**src/rtl/kbd_pkg.sv**
```systemverilog
// Shared scan-code constants, frame geometry and small helpers for the
// PS/2 keyboard input responder.
package kbd_pkg;

  localparam logic [7:0] SC_BREAK  = 8'hF0;
  localparam logic [7:0] SC_EXT    = 8'hE0;
  localparam logic [7:0] SC_ENTER  = 8'h5A;
  localparam logic [7:0] SC_BKSP   = 8'h66;
  localparam logic [7:0] SC_D0     = 8'h45;
  localparam logic [7:0] SC_D1     = 8'h16;
  localparam logic [7:0] SC_D2     = 8'h1E;
  localparam logic [7:0] SC_D3     = 8'h26;
  localparam logic [7:0] SC_D4     = 8'h25;
  localparam logic [7:0] SC_D5     = 8'h2E;
  localparam logic [7:0] SC_D6     = 8'h36;
  localparam logic [7:0] SC_D7     = 8'h3D;
  localparam logic [7:0] SC_D8     = 8'h3E;
  localparam logic [7:0] SC_D9     = 8'h46;

  localparam logic [3:0] FRAME_BITS = 4'd11;

  typedef enum logic [0:0] {
    RX_IDLE = 1'b0,
    RX_DATA = 1'b1
  } rx_state_e;

  // Returns {is_digit, value}; value is meaningless when is_digit is clear.
  function automatic logic [4:0] digit_lookup(input logic [7:0] code);
    case (code)
      SC_D0:   return {1'b1, 4'd0};
      SC_D1:   return {1'b1, 4'd1};
      SC_D2:   return {1'b1, 4'd2};
      SC_D3:   return {1'b1, 4'd3};
      SC_D4:   return {1'b1, 4'd4};
      SC_D5:   return {1'b1, 4'd5};
      SC_D6:   return {1'b1, 4'd6};
      SC_D7:   return {1'b1, 4'd7};
      SC_D8:   return {1'b1, 4'd8};
      SC_D9:   return {1'b1, 4'd9};
      default: return 5'd0;
    endcase
  endfunction

  // frame = {stop, parity, data[7:0]}; valid needs stop=1 and odd parity.
  function automatic logic frame_ok(input logic [9:0] frame);
    return frame[9] & (^frame[8:0]);
  endfunction

endpackage

```
**src/rtl/kbd_input_if.sv**
```systemverilog
// CPU-side handshake of the keyboard responder: status in, word/control/overflow out.
interface kbd_input_if #(
  parameter int DATA_WIDTH = 16
);
  logic                  status;
  logic [DATA_WIDTH-1:0] in;
  logic                  control;
  logic                  overflow;

  modport master (output status, input in, input control, input overflow);
  modport slave  (input status, output in, output control, output overflow);
endinterface

```
**src/rtl/ps2_rx.sv**
```systemverilog
// PS/2 frame receiver: synchronizes the pins, samples on keyboard-clock falling
// edges, checks start/parity/stop and aborts stalled frames.
module ps2_rx
  import kbd_pkg::*;
#(
  parameter int TIMEOUT_CYCLES = 5000
) (
  input  logic       clk,
  input  logic       rst_n,
  input  logic       ps2_clk,
  input  logic       ps2_data,
  output logic [7:0] code,
  output logic       code_valid
);

  localparam int TO_W = $clog2(TIMEOUT_CYCLES + 1);
  localparam logic [TO_W-1:0] TO_LAST = TO_W'(TIMEOUT_CYCLES - 1);

  logic            clk_meta_r, clk_sync_r, clk_prev_r;
  logic            data_meta_r, data_sync_r;
  rx_state_e       state_r;
  logic [3:0]      bit_cnt_r;
  logic [8:0]      shift_r;
  logic [TO_W-1:0] to_cnt_r;
  logic [7:0]      code_r;
  logic            code_valid_r;
  logic            fall_s;
  logic [9:0]      frame_s;

  // Edge detect and the candidate frame as it would look with the current bit appended.
  always_comb begin
    fall_s  = clk_prev_r & ~clk_sync_r;
    frame_s = {data_sync_r, shift_r};
  end

  // Synchronizers, frame FSM and stall timeout.
  always_ff @(posedge clk or negedge rst_n) begin
    if (!rst_n) begin
      clk_meta_r   <= 1'b1;
      clk_sync_r   <= 1'b1;
      clk_prev_r   <= 1'b1;
      data_meta_r  <= 1'b1;
      data_sync_r  <= 1'b1;
      state_r      <= RX_IDLE;
      bit_cnt_r    <= 4'd0;
      shift_r      <= 9'd0;
      to_cnt_r     <= {TO_W{1'b0}};
      code_r       <= 8'd0;
      code_valid_r <= 1'b0;
    end else begin
      clk_meta_r   <= ps2_clk;
      clk_sync_r   <= clk_meta_r;
      clk_prev_r   <= clk_sync_r;
      data_meta_r  <= ps2_data;
      data_sync_r  <= data_meta_r;
      code_valid_r <= 1'b0;
      case (state_r)
        RX_IDLE: begin
          to_cnt_r  <= {TO_W{1'b0}};
          bit_cnt_r <= 4'd1;
          // A start bit of 1 is simply not a frame start.
          if (fall_s && !data_sync_r) begin
            state_r <= RX_DATA;
          end
        end
        RX_DATA: begin
          if (fall_s) begin
            to_cnt_r <= {TO_W{1'b0}};
            if (bit_cnt_r == (FRAME_BITS - 4'd1)) begin
              state_r <= RX_IDLE;
              if (frame_ok(frame_s)) begin
                code_r       <= frame_s[7:0];
                code_valid_r <= 1'b1;
              end
            end else begin
              shift_r   <= {data_sync_r, shift_r[8:1]};
              bit_cnt_r <= bit_cnt_r + 4'd1;
            end
          end else if (to_cnt_r == TO_LAST) begin
            state_r <= RX_IDLE;
          end else begin
            to_cnt_r <= to_cnt_r + {{(TO_W-1){1'b0}}, 1'b1};
          end
        end
        default: state_r <= RX_IDLE;
      endcase
    end
  end

  assign code       = code_r;
  assign code_valid = code_valid_r;

endmodule

```
**src/rtl/kbd_input.sv**
```systemverilog
// Keyboard input responder: decodes digit keys into a number, commits it on
// Enter into a FIFO and hands words to the CPU on its IN handshake.
module kbd_input
  import kbd_pkg::*;
#(
  parameter int DATA_WIDTH     = 16,
  parameter int FIFO_DEPTH     = 4,
  parameter int TIMEOUT_CYCLES = 5000
) (
  input  logic        clk,
  input  logic        rst_n,
  input  logic        ps2_clk,
  input  logic        ps2_data,
  kbd_input_if.slave  cpu
);

  localparam int PTR_W = $clog2(FIFO_DEPTH);
  localparam int CNT_W = PTR_W + 1;
  localparam logic [CNT_W-1:0] CNT_FULL = CNT_W'(FIFO_DEPTH);

  logic [7:0]            code_s;
  logic                  code_valid_s;
  logic [4:0]            digit_s;
  logic [DATA_WIDTH-1:0] acc_r, acc_next_s;
  logic                  brk_r, brk_next_s, ext_r, ext_next_s;
  logic                  push_req_s, push_s, pop_s, full_s;
  logic [DATA_WIDTH-1:0] mem_r [FIFO_DEPTH];
  logic [PTR_W-1:0]      wr_ptr_r, rd_ptr_r;
  logic [CNT_W-1:0]      count_r, count_next_s;
  logic [DATA_WIDTH-1:0] in_r;
  logic                  control_r, overflow_r;

  ps2_rx #(.TIMEOUT_CYCLES(TIMEOUT_CYCLES)) u_rx (
    .clk        (clk),
    .rst_n      (rst_n),
    .ps2_clk    (ps2_clk),
    .ps2_data   (ps2_data),
    .code       (code_s),
    .code_valid (code_valid_s)
  );

  // Scan-code decoder: prefix flags, accumulator update and commit request.
  always_comb begin
    digit_s    = digit_lookup(code_s);
    acc_next_s = acc_r;
    brk_next_s = brk_r;
    ext_next_s = ext_r;
    push_req_s = 1'b0;
    if (code_valid_s) begin
      if (code_s == SC_BREAK) begin
        brk_next_s = 1'b1;
      end else if (code_s == SC_EXT) begin
        ext_next_s = 1'b1;
      end else if (brk_r || ext_r) begin
        brk_next_s = 1'b0;
        ext_next_s = 1'b0;
      end else if (digit_s[4]) begin
        acc_next_s = (acc_r << 3) + (acc_r << 1) + DATA_WIDTH'(digit_s[3:0]);
      end else if (code_s == SC_ENTER) begin
        push_req_s = 1'b1;
        acc_next_s = {DATA_WIDTH{1'b0}};
      end else if (code_s == SC_BKSP) begin
        acc_next_s = {DATA_WIDTH{1'b0}};
      end else begin
        acc_next_s = acc_r;
      end
    end else begin
      acc_next_s = acc_r;
    end
  end

  // FIFO control; a full FIFO still accepts a push when a pop frees a slot that edge.
  always_comb begin
    pop_s  = cpu.status & control_r;
    full_s = (count_r == CNT_FULL);
    push_s = push_req_s & (~full_s | pop_s);
    case ({push_s, pop_s})
      2'b10:   count_next_s = count_r + {{(CNT_W-1){1'b0}}, 1'b1};
      2'b01:   count_next_s = count_r - {{(CNT_W-1){1'b0}}, 1'b1};
      default: count_next_s = count_r;
    endcase
  end

  // Decoder state, FIFO storage/pointers and registered CPU-facing outputs.
  always_ff @(posedge clk or negedge rst_n) begin
    if (!rst_n) begin
      acc_r      <= {DATA_WIDTH{1'b0}};
      brk_r      <= 1'b0;
      ext_r      <= 1'b0;
      wr_ptr_r   <= {PTR_W{1'b0}};
      rd_ptr_r   <= {PTR_W{1'b0}};
      count_r    <= {CNT_W{1'b0}};
      in_r       <= {DATA_WIDTH{1'b0}};
      control_r  <= 1'b0;
      overflow_r <= 1'b0;
      for (int i = 0; i < FIFO_DEPTH; i++) begin
        mem_r[i] <= {DATA_WIDTH{1'b0}};
      end
    end else begin
      acc_r     <= acc_next_s;
      brk_r     <= brk_next_s;
      ext_r     <= ext_next_s;
      count_r   <= count_next_s;
      control_r <= (count_next_s != {CNT_W{1'b0}});
      if (push_s) begin
        mem_r[wr_ptr_r] <= acc_r;
        wr_ptr_r        <= wr_ptr_r + {{(PTR_W-1){1'b0}}, 1'b1};
      end
      if (pop_s) begin
        in_r     <= mem_r[rd_ptr_r];
        rd_ptr_r <= rd_ptr_r + {{(PTR_W-1){1'b0}}, 1'b1};
      end
      if (push_req_s && !push_s) begin
        overflow_r <= 1'b1;
      end
    end
  end

  assign cpu.in       = in_r;
  assign cpu.control  = control_r;
  assign cpu.overflow = overflow_r;

endmodule

```
**src/flat_wrapper.sv**
```systemverilog
// flat-port wrapper written by rule: the top's interface ports become plain ports
module kbd_input_flat import kbd_pkg::*;
#(
  parameter int DATA_WIDTH     = 16,
  parameter int FIFO_DEPTH     = 4,
  parameter int TIMEOUT_CYCLES = 5000
)
  (clk, rst_n, ps2_clk, ps2_data, cpu_status, cpu_in, cpu_control, cpu_overflow);
  kbd_input_if #(.DATA_WIDTH(DATA_WIDTH)) cpu_i ();
  input  logic clk;
  input  logic rst_n;
  input  logic ps2_clk;
  input  logic ps2_data;
  input wire logic [$bits(cpu_i.status)-1:0] cpu_status;
  output wire logic [$bits(cpu_i.in)-1:0] cpu_in;
  output wire logic [$bits(cpu_i.control)-1:0] cpu_control;
  output wire logic [$bits(cpu_i.overflow)-1:0] cpu_overflow;
  assign cpu_i.status = cpu_status;
  assign cpu_in = cpu_i.in;
  assign cpu_control = cpu_i.control;
  assign cpu_overflow = cpu_i.overflow;
  kbd_input #(.DATA_WIDTH(DATA_WIDTH), .FIFO_DEPTH(FIFO_DEPTH), .TIMEOUT_CYCLES(TIMEOUT_CYCLES)) u_core (.clk(clk), .rst_n(rst_n), .ps2_clk(ps2_clk), .ps2_data(ps2_data), .cpu(cpu_i));
endmodule
```
**config.mk**
```make
export PLATFORM = sky130hd
export DESIGN_NAME = kbd_input_flat
export DESIGN_NICKNAME = d
export VERILOG_FILES = /design/src/rtl/kbd_pkg.sv /design/src/rtl/kbd_input_if.sv /design/src/rtl/ps2_rx.sv /design/src/rtl/kbd_input.sv /design/src/flat_wrapper.sv
export SDC_FILE = /design/constraint.sdc
export NUM_CORES = 1
export LEC_CHECK = 0
export ABC_AREA = 1
export CAP_MARGIN = 0
export CELL_PAD_IN_SITES_DETAIL_PLACEMENT = 2
export CELL_PAD_IN_SITES_GLOBAL_PLACEMENT = 2
export CORE_AREA = 2 2 153 155
export CTS_BUF_LIST = sky130_fd_sc_hd__clkbuf_16
export DETAILED_ROUTE_END_ITERATION = 7
export DIE_AREA = 0 0 155 157
export MAX_ROUTING_LAYER = met4
export PLACE_DENSITY_LB_ADDON = 0.1
export SYNTH_ARGS = -nofsm -noshare
export SYNTH_HDL_FRONTEND = slang
export SYNTH_SLANG_ARGS = --single-unit
```
**constraint.sdc**
```tcl
create_clock -name clk -period 2.8 [get_ports clk]
set_clock_uncertainty 0.15 [all_clocks]
set_input_delay 0.56 -clock clk [delete_from_list [all_inputs] [get_ports clk]]
set_output_delay 0.56 -clock clk [all_outputs]
set_load 0.05 [all_outputs]
```
==> impl_metrics.toml <==
[floorplan]
rows = 55
die_h_um = 157
initial_utilization_pct = 33.9
top_level_pins = 23
die_x_um = 155
core-area_um2 = 22500
dieArea_um2 = 24300

[synthesis]
synthDistinctLibCells = 42
synth_sequential_area_ratio_pct = 48.7
synth.cells.most_frequent = "nand2_1, dfrtp_1, nor2_1"
yosys.area.top_type_share_pct = 47.0
ys.flop_type = "dfrtp_1"
async_flop_share_pct = 100
synthCells = 919
ys.warnings.count = 0
synth_seq_cells = 148
syn-num-nets = 961
synth_edf_count = 0
synthMostInstantiatedCell = "nand2_1"
synthesis.area_per_instance_um2 = 8.29
post-synth-top-area-cell = "dfrtp_1"
post_synth_instance_area_um2 = 7620
ys_top_cells_by_area = "dfrtp_1, nand2_1, nor2_1"

[clock_tree]
cts.root.buffer_cell = "clkbuf_16"
cts_inserted_buffers = 17
clkLatencyLatePin_ns = 0.42
clock_sink_count = 148
cts_max_level = 4
clock_tree_from_tritoncts = "done"
clock_tree.buffer_depth = 2
path_clk_slew_ns = 0.07

[drt]
ant_nets = 0
detail_route.drc_violations = 0
vias = 6559
route.detailed.wl_per_inst_um = 18.8
route.detailed.vias_per_inst = 5.09
routed_wl_um = 24300
number_of_search_and_repair_iterations_in_the_first_detailed_routing_pass = 4
drt_first_iter_violations = 189

[critical_path]
cp-start-kind = "flop"
worst-path-max-fanout = 4
crit_required_ns = 2.95
critPathArrivalTime_ns = 3.04
r2r_slack_ns = -0.08
crit_path_end_kind = "flop"
path_class = "reg -> reg"

[sta]
fin_hold_ws_ns = 0.210
hold_viol_final = 0
timing.final.crit_share_pct = 103
rsz0062_at_grt = "true"
clock.fmax_mhz = 347
report.final.slew_viol_count = 0
setup_total_negative_slack_ns = -0.237
period_minus_slack_ns = 2.88
final_critical_path_setup_slack_ns = -0.0844
relSlewSlack_pct = 35.1
finalSetupViolations = 4
tightest_slew_ns = 0.972

[global_route]
grt_antenna_before_repair = 0
first_global_vias = 7581
grt_start_max_net_pins = 57
grt_first_pass_wirelength_um = 38700
gr-usage-all-layers_pct = 20.7
grt_remaining_overflow = 0

[place]
dpl_cell_area_um2 = 8330
detailed_place_hpwl_um = 15800
io_buffer_count = 22
place_congestion = 0.818

[layout]
area_of_all_placed_cells_without_fillers_um2 = 9460
final_core_util_pct = 42.1
antenna-diode-count = 0
post_route_cells_drive_above_1_share_pct = 18.8
synthToLayoutAreaGrowth_pct = 24.2
layout.nets = 1033

[run]
cap_viol_max_count = 0

[pwr]
static_leak_nw = 4.50
power.ir.vdd_worst_mv = 0.312
power_mw = 5.17
p_per_area_nw_per_um2 = 547

[status]
failed_checks = "setup timing"
run_status = "complete, but fails checks"

[worst_hold_path]
hold_path_class = "reg -> reg"
==> worst max-delay path, stage by stage (launching register included) <==
cell	delay [ns]
dfrtp_2	0.45
buf_6	0.15
nand2_4	0.08
inv_2	0.06
nand2_2	0.08
nor2_1	0.06
nor2_1	0.15
nand2_1	0.14
nor2_4	0.12
nand2_2	0.07
ha_4	0.17
fa_2	0.44
mux2_4	0.29
or3_4	0.37
==> metrics by stage <==
| stage | cells | worst slack, ns |
|---|---|---|
| after global routing | 1289 | -0.166 |
| after CTS | 1281 | 0.00169 |
| after global placement | 1235 | -0.0872 |
| after detailed placement | 1235 | -0.217 |
| final | 1289 | -0.0844 |
| after floorplan | 919 | 0.0350 |
==> cell families (layout without fill, tap and decap cells) <==
kind of cell    Yosys count  count (layout)  synth area share [%]
fa+ha+maj                37              37                  6.37
mux                       3               3                 0.427
flops                   148             148                  48.7
simple gates            443             443                  24.4
xor+xnor                 17              17                  1.95
buf+inv                 111             196                  6.80
compound gates          160             160                  11.3
==> path summary, 6_finish.rpt <==
path	depth (start not counted)	end	startpoint
setup / recovery	13	u_core.cpu.control	u_core.u_rx.code[5]
hold / removal	0	u_core.u_rx.clk_sync_r	u_core.u_rx.clk_meta_r
setup reg to reg	13	u_core.cpu.control	u_core.u_rx.code[5]
hold reg to reg	0	u_core.u_rx.clk_sync_r	u_core.u_rx.clk_meta_r
max in group asynchronous	3	u_core.cpu.in[13]	rst_n
min in group asynchronous	2	u_core.u_rx.to_cnt_r[9]	rst_n
==> cells in the final DEF, fill, tap and decap left out, types with 5 or more instances in the layout <==
| cell | instances |
|---|---|
| nor2_1 | 127 |
| a21oi_1 | 18 |
| buf_6 | 7 |
| dfrtp_1 | 137 |
| o21ai_0 | 46 |
| clkbuf_16 | 17 |
| nand3_1 | 24 |
| inv_1 | 74 |
| nor2_4 | 7 |
| nor3_1 | 5 |
| xnor2_1 | 7 |
| nand2_2 | 20 |
| nand2_4 | 5 |
| clkinvlp_4 | 6 |
| o21ai_2 | 5 |
| a31oi_1 | 16 |
| buf_12 | 6 |
| nand4_1 | 16 |
| xor2_1 | 9 |
| nand2_1 | 207 |
| inv_2 | 9 |
| dfrtp_2 | 6 |
| ha_1 | 28 |
| o21ai_1 | 62 |
| nand3_2 | 14 |
| clkdlybuf4s50_1 | 21 |
| buf_4 | 46 |
| dfstp_2 | 5 |
==> registers in the layout, indices dropped and copies added, names as in the netlist <==
signal and cells:
u_core.u_rx.data_sync_r 1, u_core.brk_r 1, u_core.mem_r 64, u_core.u_rx.shift_r 9
u_core.ext_r 1, u_core.u_rx.to_cnt_r 13, u_core.cpu.control 1, u_core.u_rx.clk_prev_r 1
u_core.u_rx.clk_sync_r 1, u_core.u_rx.bit_cnt_r 4, u_core.cpu.in 16, u_core.rd_ptr_r 2
u_core.acc_r 16, u_core.u_rx.data_meta_r 1, u_core.u_rx.code_valid 1, u_core.u_rx.state_r 1
u_core.cpu.overflow 1, u_core.u_rx.clk_meta_r 1, u_core.u_rx.code 8, u_core.count_r 3
u_core.wr_ptr_r 2
==> power breakdown <==
part / switching, mW / internal, mW / leakage (nW)
Sequential: 0.118 / 2.23 / 2.01
Combinational: 0.374 / 0.165 / 2.22
Clock: 0.967 / 1.32 / 0.268
==> what timing repair did <==
item / in CTS / in global routing
endpoints found under the hold margin: 48 / 0
hold buffers: 1 / 0
setup buffers: 13 / 8
endpoints found under the setup margin: 9 / 18
pin swaps: 12 / 29
gates resized for setup: 30 / 72
==> metal layers <==
metal | global-route usage, % | up-vias | routed length, um
met1 | 24.0 | 3363 | 10400
met4 | 4.50 | 0 | 175
met3 | 3.00 | 14 | 343
li1 | - | 3135 | -
met2 | 38.1 | 47 | 13300
met5 | - | - | 0
==> area by class of cell <==
type,count,area (um^2)
tap,285,357
sequential,148,3720
multi-input combinational,660,3730
clock inverter,15,156
clock buffer,17,425
fill,2495,13000
inverter,83,312
timing repair buffer,81,764
Note: power is estimated with default switching activity, not from simulation.
